--- src/rtl/antisat_pkg.sv ---
// Shared defaults, FSM state encodings and the frame parity helper for the
// Anti-SAT key loader.
package antisat_pkg;

  localparam int               KEY_W     = 6;
  localparam logic [KEY_W-1:0] DECOY_KEY = 6'b000000;
  localparam int               MAX_FAIL  = 3;
  localparam int               CNT_W     = 2;

  typedef logic [2:0] state_t;

  localparam state_t S_IDLE    = 3'd0;
  localparam state_t S_LOAD    = 3'd1;
  localparam state_t S_CHECK   = 3'd2;
  localparam state_t S_ARMED   = 3'd3;
  localparam state_t S_LOCKOUT = 3'd4;

  // Even parity over key bits plus parity bit: a good frame XORs to zero.
  function automatic logic frame_parity_ok(input logic [KEY_W:0] frame);
    return ~(^frame);
  endfunction

endpackage

--- src/rtl/antisat_key_shreg.sv ---
// Serial-in shift register for one key frame (KEY_W key bits + parity bit),
// LSB first, with a bit counter that flags acceptance of the final bit.
module antisat_key_shreg #(
  parameter int KEY_W = antisat_pkg::KEY_W
) (
  input  logic           clk,
  input  logic           rst,
  input  logic           clear,
  input  logic           shift_en,
  input  logic           bit_in,
  output logic [KEY_W:0] frame,
  output logic           frame_done
);

  localparam int CW = $clog2(KEY_W + 2);

  logic [CW-1:0] cnt;

  // Bits enter at the top, so after KEY_W+1 shifts the first bit sits in frame[0].
  assign frame_done = shift_en && (cnt == CW'(KEY_W));

  always_ff @(posedge clk or posedge rst) begin
    if (rst) begin
      frame <= '0;
      cnt   <= '0;
    end else if (clear) begin
      cnt <= '0;
    end else if (shift_en) begin
      frame <= {bit_in, frame[KEY_W:1]};
      cnt   <= cnt + CW'(1);
    end
  end

endmodule

--- src/rtl/antisat_key_loader.sv ---
// Key-provisioning controller for the Anti-SAT-locked c432 core: receives a
// serial key frame, checks parity, arms the key or counts toward lockout.
module antisat_key_loader #(
  parameter int               KEY_W     = antisat_pkg::KEY_W,
  parameter logic [KEY_W-1:0] DECOY_KEY = antisat_pkg::DECOY_KEY,
  parameter int               MAX_FAIL  = antisat_pkg::MAX_FAIL,
  parameter int               CNT_W     = antisat_pkg::CNT_W
) (
  input  logic             clk,
  input  logic             rst,
  input  logic             key_start,
  input  logic             key_bit,
  input  logic             key_bit_valid,
  output logic             key_bit_ready,
  output logic [KEY_W-1:0] key_o,
  output logic             key_armed,
  output logic             load_err,
  output logic             lockout,
  output logic [CNT_W-1:0] fail_cnt
);

  import antisat_pkg::*;

  state_t         state;
  logic [KEY_W:0] frame;
  logic           frame_done;
  logic           shift_en;
  logic           clear;

  assign key_bit_ready = (state == S_LOAD);
  // A start request wins over a bit presented in the same cycle.
  assign shift_en      = key_bit_ready && key_bit_valid && !key_start;
  assign clear         = key_start &&
                         ((state == S_IDLE) || (state == S_LOAD) || (state == S_ARMED));

  antisat_key_shreg #(
    .KEY_W(KEY_W)
  ) u_shreg (
    .clk       (clk),
    .rst       (rst),
    .clear     (clear),
    .shift_en  (shift_en),
    .bit_in    (key_bit),
    .frame     (frame),
    .frame_done(frame_done)
  );

  always_ff @(posedge clk or posedge rst) begin
    if (rst) begin
      state     <= S_IDLE;
      key_o     <= DECOY_KEY;
      key_armed <= 1'b0;
      load_err  <= 1'b0;
      lockout   <= 1'b0;
      fail_cnt  <= '0;
    end else begin
      load_err <= 1'b0;
      case (state)
        S_IDLE: begin
          if (key_start) state <= S_LOAD;
        end
        S_LOAD: begin
          if (frame_done) state <= S_CHECK;
        end
        S_CHECK: begin
          if (frame_parity_ok(frame)) begin
            state     <= S_ARMED;
            key_o     <= frame[KEY_W-1:0];
            key_armed <= 1'b1;
            fail_cnt  <= '0;
          end else begin
            load_err <= 1'b1;
            if (fail_cnt >= CNT_W'(MAX_FAIL - 1)) begin
              state    <= S_LOCKOUT;
              lockout  <= 1'b1;
              fail_cnt <= CNT_W'(MAX_FAIL);
            end else begin
              state    <= S_IDLE;
              fail_cnt <= fail_cnt + CNT_W'(1);
            end
          end
        end
        S_ARMED: begin
          // The core must never see a key while a replacement is loading.
          if (key_start) begin
            state     <= S_LOAD;
            key_armed <= 1'b0;
            key_o     <= DECOY_KEY;
          end
        end
        S_LOCKOUT: begin
          state <= S_LOCKOUT;
        end
        default: begin
          state <= S_IDLE;
        end
      endcase
    end
  end

endmodule

--- config.mk ---
export PLATFORM = sky130hd
export DESIGN_NAME = antisat_key_loader
export DESIGN_NICKNAME = d
export VERILOG_FILES = /design/src/rtl/antisat_pkg.sv /design/src/rtl/antisat_key_shreg.sv /design/src/rtl/antisat_key_loader.sv
export SDC_FILE = /design/constraint.sdc
export NUM_CORES = 1
export LEC_CHECK = 0
export BUFFER_PORTS_ARGS = -buffer_cell sky130_fd_sc_hd__clkbuf_2
export CORE_MARGIN = 1
export CORE_UTILIZATION = 42
export CTS_BUF_LIST = sky130_fd_sc_hd__clkbuf_2 sky130_fd_sc_hd__clkbuf_4 sky130_fd_sc_hd__clkbuf_8
export DETAILED_ROUTE_END_ITERATION = 7
export HOLD_SLACK_MARGIN = 0.15
export PLACE_DENSITY_LB_ADDON = 0.2
export REMOVE_ABC_BUFFERS = 1
export SLEW_MARGIN = 20
export SYNTH_ARGS = -nofsm -noshare
export SYNTH_HDL_FRONTEND = slang
export SYNTH_SLANG_ARGS = --single-unit
--- constraint.sdc ---
create_clock -name clk -period 2.29 [get_ports clk]
set_clock_uncertainty 0.05 [all_clocks]
set_input_delay 0.3435 -clock clk [delete_from_list [all_inputs] [get_ports clk]]
set_output_delay 0.3435 -clock clk [all_outputs]
set_load 0.03 [all_outputs]
==> out/qor.txt <==
Pwr Total = 0.984 mW
Leak = 0.699 nW
final wirelength = 1780 um
Post-DP Area = 1230 um^2
H-tree depth = 1
peak supply drop = 0.363 mV
fin crit share = 71.5%
Synth Area in Adders = 2.23%
synth warn = 0
PortBufs = 16
Placer Congestion = 0.785
grt met2 use = 21.2%
CTS tree = built
Synth cell types = 31
ys flop type = dfrtp_1
Core ar. = 2500 um^2
Die Area = 2890 um^2
Longest Clk Path Bufs = 2
power share of the sequential group = 51.6%
Internal Power = 0.666 mW
critical path arrival = 1.82 ns
Die Height = 53.7 um
clk_lat worst skew = 0.30 ns
Wirelength per Cell = 11.6 um
final layout net count = 133
CP max stage delay = 0.43 ns
Final Non-Filler Cells = 154
Tmin final = 1.64 ns
CP startpoint kind = flip-flop
worst hold path depth = 2
setup tns final = 0 ns
critical path class = flip-flop to flip-flop
final hold violation count = 0
first-pass GRT wire length = 3050 um
met3 usage = 2.54%
initial antenna violation count = 0
Post-Syn Area = 1120 um^2
Detailed Route Iter0 Violations = 21
Slew @ Worst Pin = 0.521 ns
DRC violations left = 0
Post-synth EDFFs = 0
clock share of power = 17.6%
NetSw = 0.318 mW
Yosys reg bits = 24
Slew Viols, Final = 0
# IOs = 17
maximum fanout along the worst path = 7
largest family of logic cells by synthesized area = simple AND/OR/NAND/NOR gates
antenna cells = 0
Synth Area in XOR/XNOR = 5.68%
initial core utilization = 44.9%
vias per inst = 4.95
crit-path cells = xnor3_1 > xnor3_2 > nand2_4 > mux2i_1
largest net degree at the start of global routing = 25
Num CTS Buffers = 3
chip width = 53.7 um
hold crit path type = input port to flip-flop
drt first pass iters = 4
PD cells = 781 nW/um^2
post-synthesis mux area share = 8.24%
CP endpoint kind = flip-flop
synthesized area per cell = 10.6 um^2
relative slew slack = 65.2%
DP HPWL = 1330 um
Placed Cells = 150
GRT Residual Overflow = 0
number of global-route vias before repair = 696
ys async rst share = 100%
DR vias = 763
CTS clock-pin slew for the worst setup and hold paths = 0.11 ns
FP Rows = 18
final instance area = 1260 um^2
# fillers = 237
number of max-cap violations = 0
fraction of the mapped netlist area in simple logic gates = 15.4%
Compound-Gate Fraction of Synth Area = 9.35%
ANT nets after route = 0
Global Route Usage Sum = 14.8%
Final setup viols = 0
max frequency = 610 MHz
Mapped Cells = 106
most used routing layer = met2
fin util = 50.4%
layout cell share with drive strength beyond 1 = 21.0%
Critical-path top delay cell = dfrtp_1
r2r worst-path depth = 4
outcome = finished clean
Layout area overhead = 12.0%
CTS sink count = 24
met1 usage = 21.1%
unrepaired setup endpoints after global routing = false
Root Driver = clkbuf_4
register area share after synthesis = 53.5%
Sw Share = 32.3%
Comb power frac = 30.8%
Worst Path Required = 2.47 ns
==> power groups by stage <==
| stage | logic (mW) | registers [mW] | clock network (mW) |
|---|---|---|---|
| detailed placement | 0.301 | 0.517 | 0 |
| CTS | 0.305 | 0.508 | 0.185 |
| floorplan | 0.207 | 0.547 | 0 |
| finish | 0.303 | 0.508 | 0.173 |
| global placement | 0.302 | 0.516 | 0 |
| global route | 0.332 | 0.517 | 0.201 |
==> worst max-delay path: cells and delay by family, from the launching register on <==
kind	cells	cell delay (ns)
DFF	1	0.43
xor gates and xnor gates	2	0.73
and+or+nand+nor	1	0.16
muxes	1	0.20
==> area by class of cell <==
type	count	area (um^2)	share of cell area (%)
tap	30	37.5	2.98
multi-input combinational	68	459	36.5
inverter	11	41.3	3.28
timing repair buffer	18	97.6	7.75
clock buffer	3	22.5	1.79
sequential	24	601	47.7
==> metal layers <==
layer  vias up  part of all wire, %
li1        386                    -
met1       363                   52
met2        12                   44
met3         2                  3.2
met4         0                 0.67
met5         -                    0
==> final timing paths <==
kind / to / startpoint / slack (ns)
max: key_o[5] / u_shreg.frame[6] / 0.65
min reg2reg: lockout / lockout / 0.42
min in group asynchronous: key_o[3] / rst / 0.55
min: u_shreg.frame[6] / key_bit / 0.22
max reg2reg: key_o[5] / u_shreg.frame[6] / 0.65
max in group asynchronous: key_o[1] / rst / 1.40
==> metrics by stage <==
stage	worst slack (ns)	hold WS, ns
detailed placement	0.671	0.348
global route	0.409	0.208
global placement	0.702	0.336
floorplan	0.720	0.308
CTS	0.638	0.206
finish	0.652	0.220
==> cells in the mapped netlist, drive strengths merged (2+ instances only) <==
cell	n	share of area (%)
xnor3	2	4.1
mux2	2	2.0
a31oi	2	1.1
a21o	2	1.3
nor2	6	2.0
nor2b	3	1.7
a211oi	2	1.3
nand2	18	6.7
buf	2	1.7
dfrtp	24	53
nand3	3	1.3
ha	2	2.2
inv	11	3.7
a21oi	2	0.89
o21ai	6	2.7
mux2i	7	6.2
==> flip-flops by register name (all words and copies together), names as in the netlist <==
| name | count |
|---|---|
| state | 3 |
| fail_cnt | 2 |
| u_shreg.frame | 7 |
| key_armed | 1 |
| u_shreg.cnt | 3 |
| load_err | 1 |
| key_o | 6 |
| lockout | 1 |
==> repair_timing <==
item / CTS / global route
hold endpoints to repair: 24 / 0
resized for setup: 0 / 0
buffers inserted: 0 / 0
hold buffers: 1 / 0
==> layout by cell type (no fill, tap or decap) <==
cell type,instances
nor3b_1,1
dfrtp_1,24
o22ai_1,1
o21ai_0,6
clkbuf_2,16
xnor2_1,1
buf_4,1
nand2_4,1
a31oi_1,2
dlygate4sd3_1,1
xnor3_1,1
nand3_1,3
inv_1,11
nor2b_1,3
or2b_2,1
nand2_1,17
nor2_1,6
xnor3_2,1
ha_1,2
a21oi_1,2
a211oi_1,2
a21o_1,2
nand2b_1,1
nor3_1,1
clkbuf_4,3
xor2_1,1
or2_2,1
a2bb2oi_1,1
mux2i_1,7
o31ai_1,1
nand3b_1,1
mux2_2,2
==> cell families after synthesis <==
group | count (synthesis)
adders and majority gates | 2
and+or+nand+nor | 36
DFF | 24
buffers and inverters | 14
muxes | 9
xor gates and xnor gates | 4
AOI/OAI and AO/OA | 17
Power figures use the tool's default switching activity.
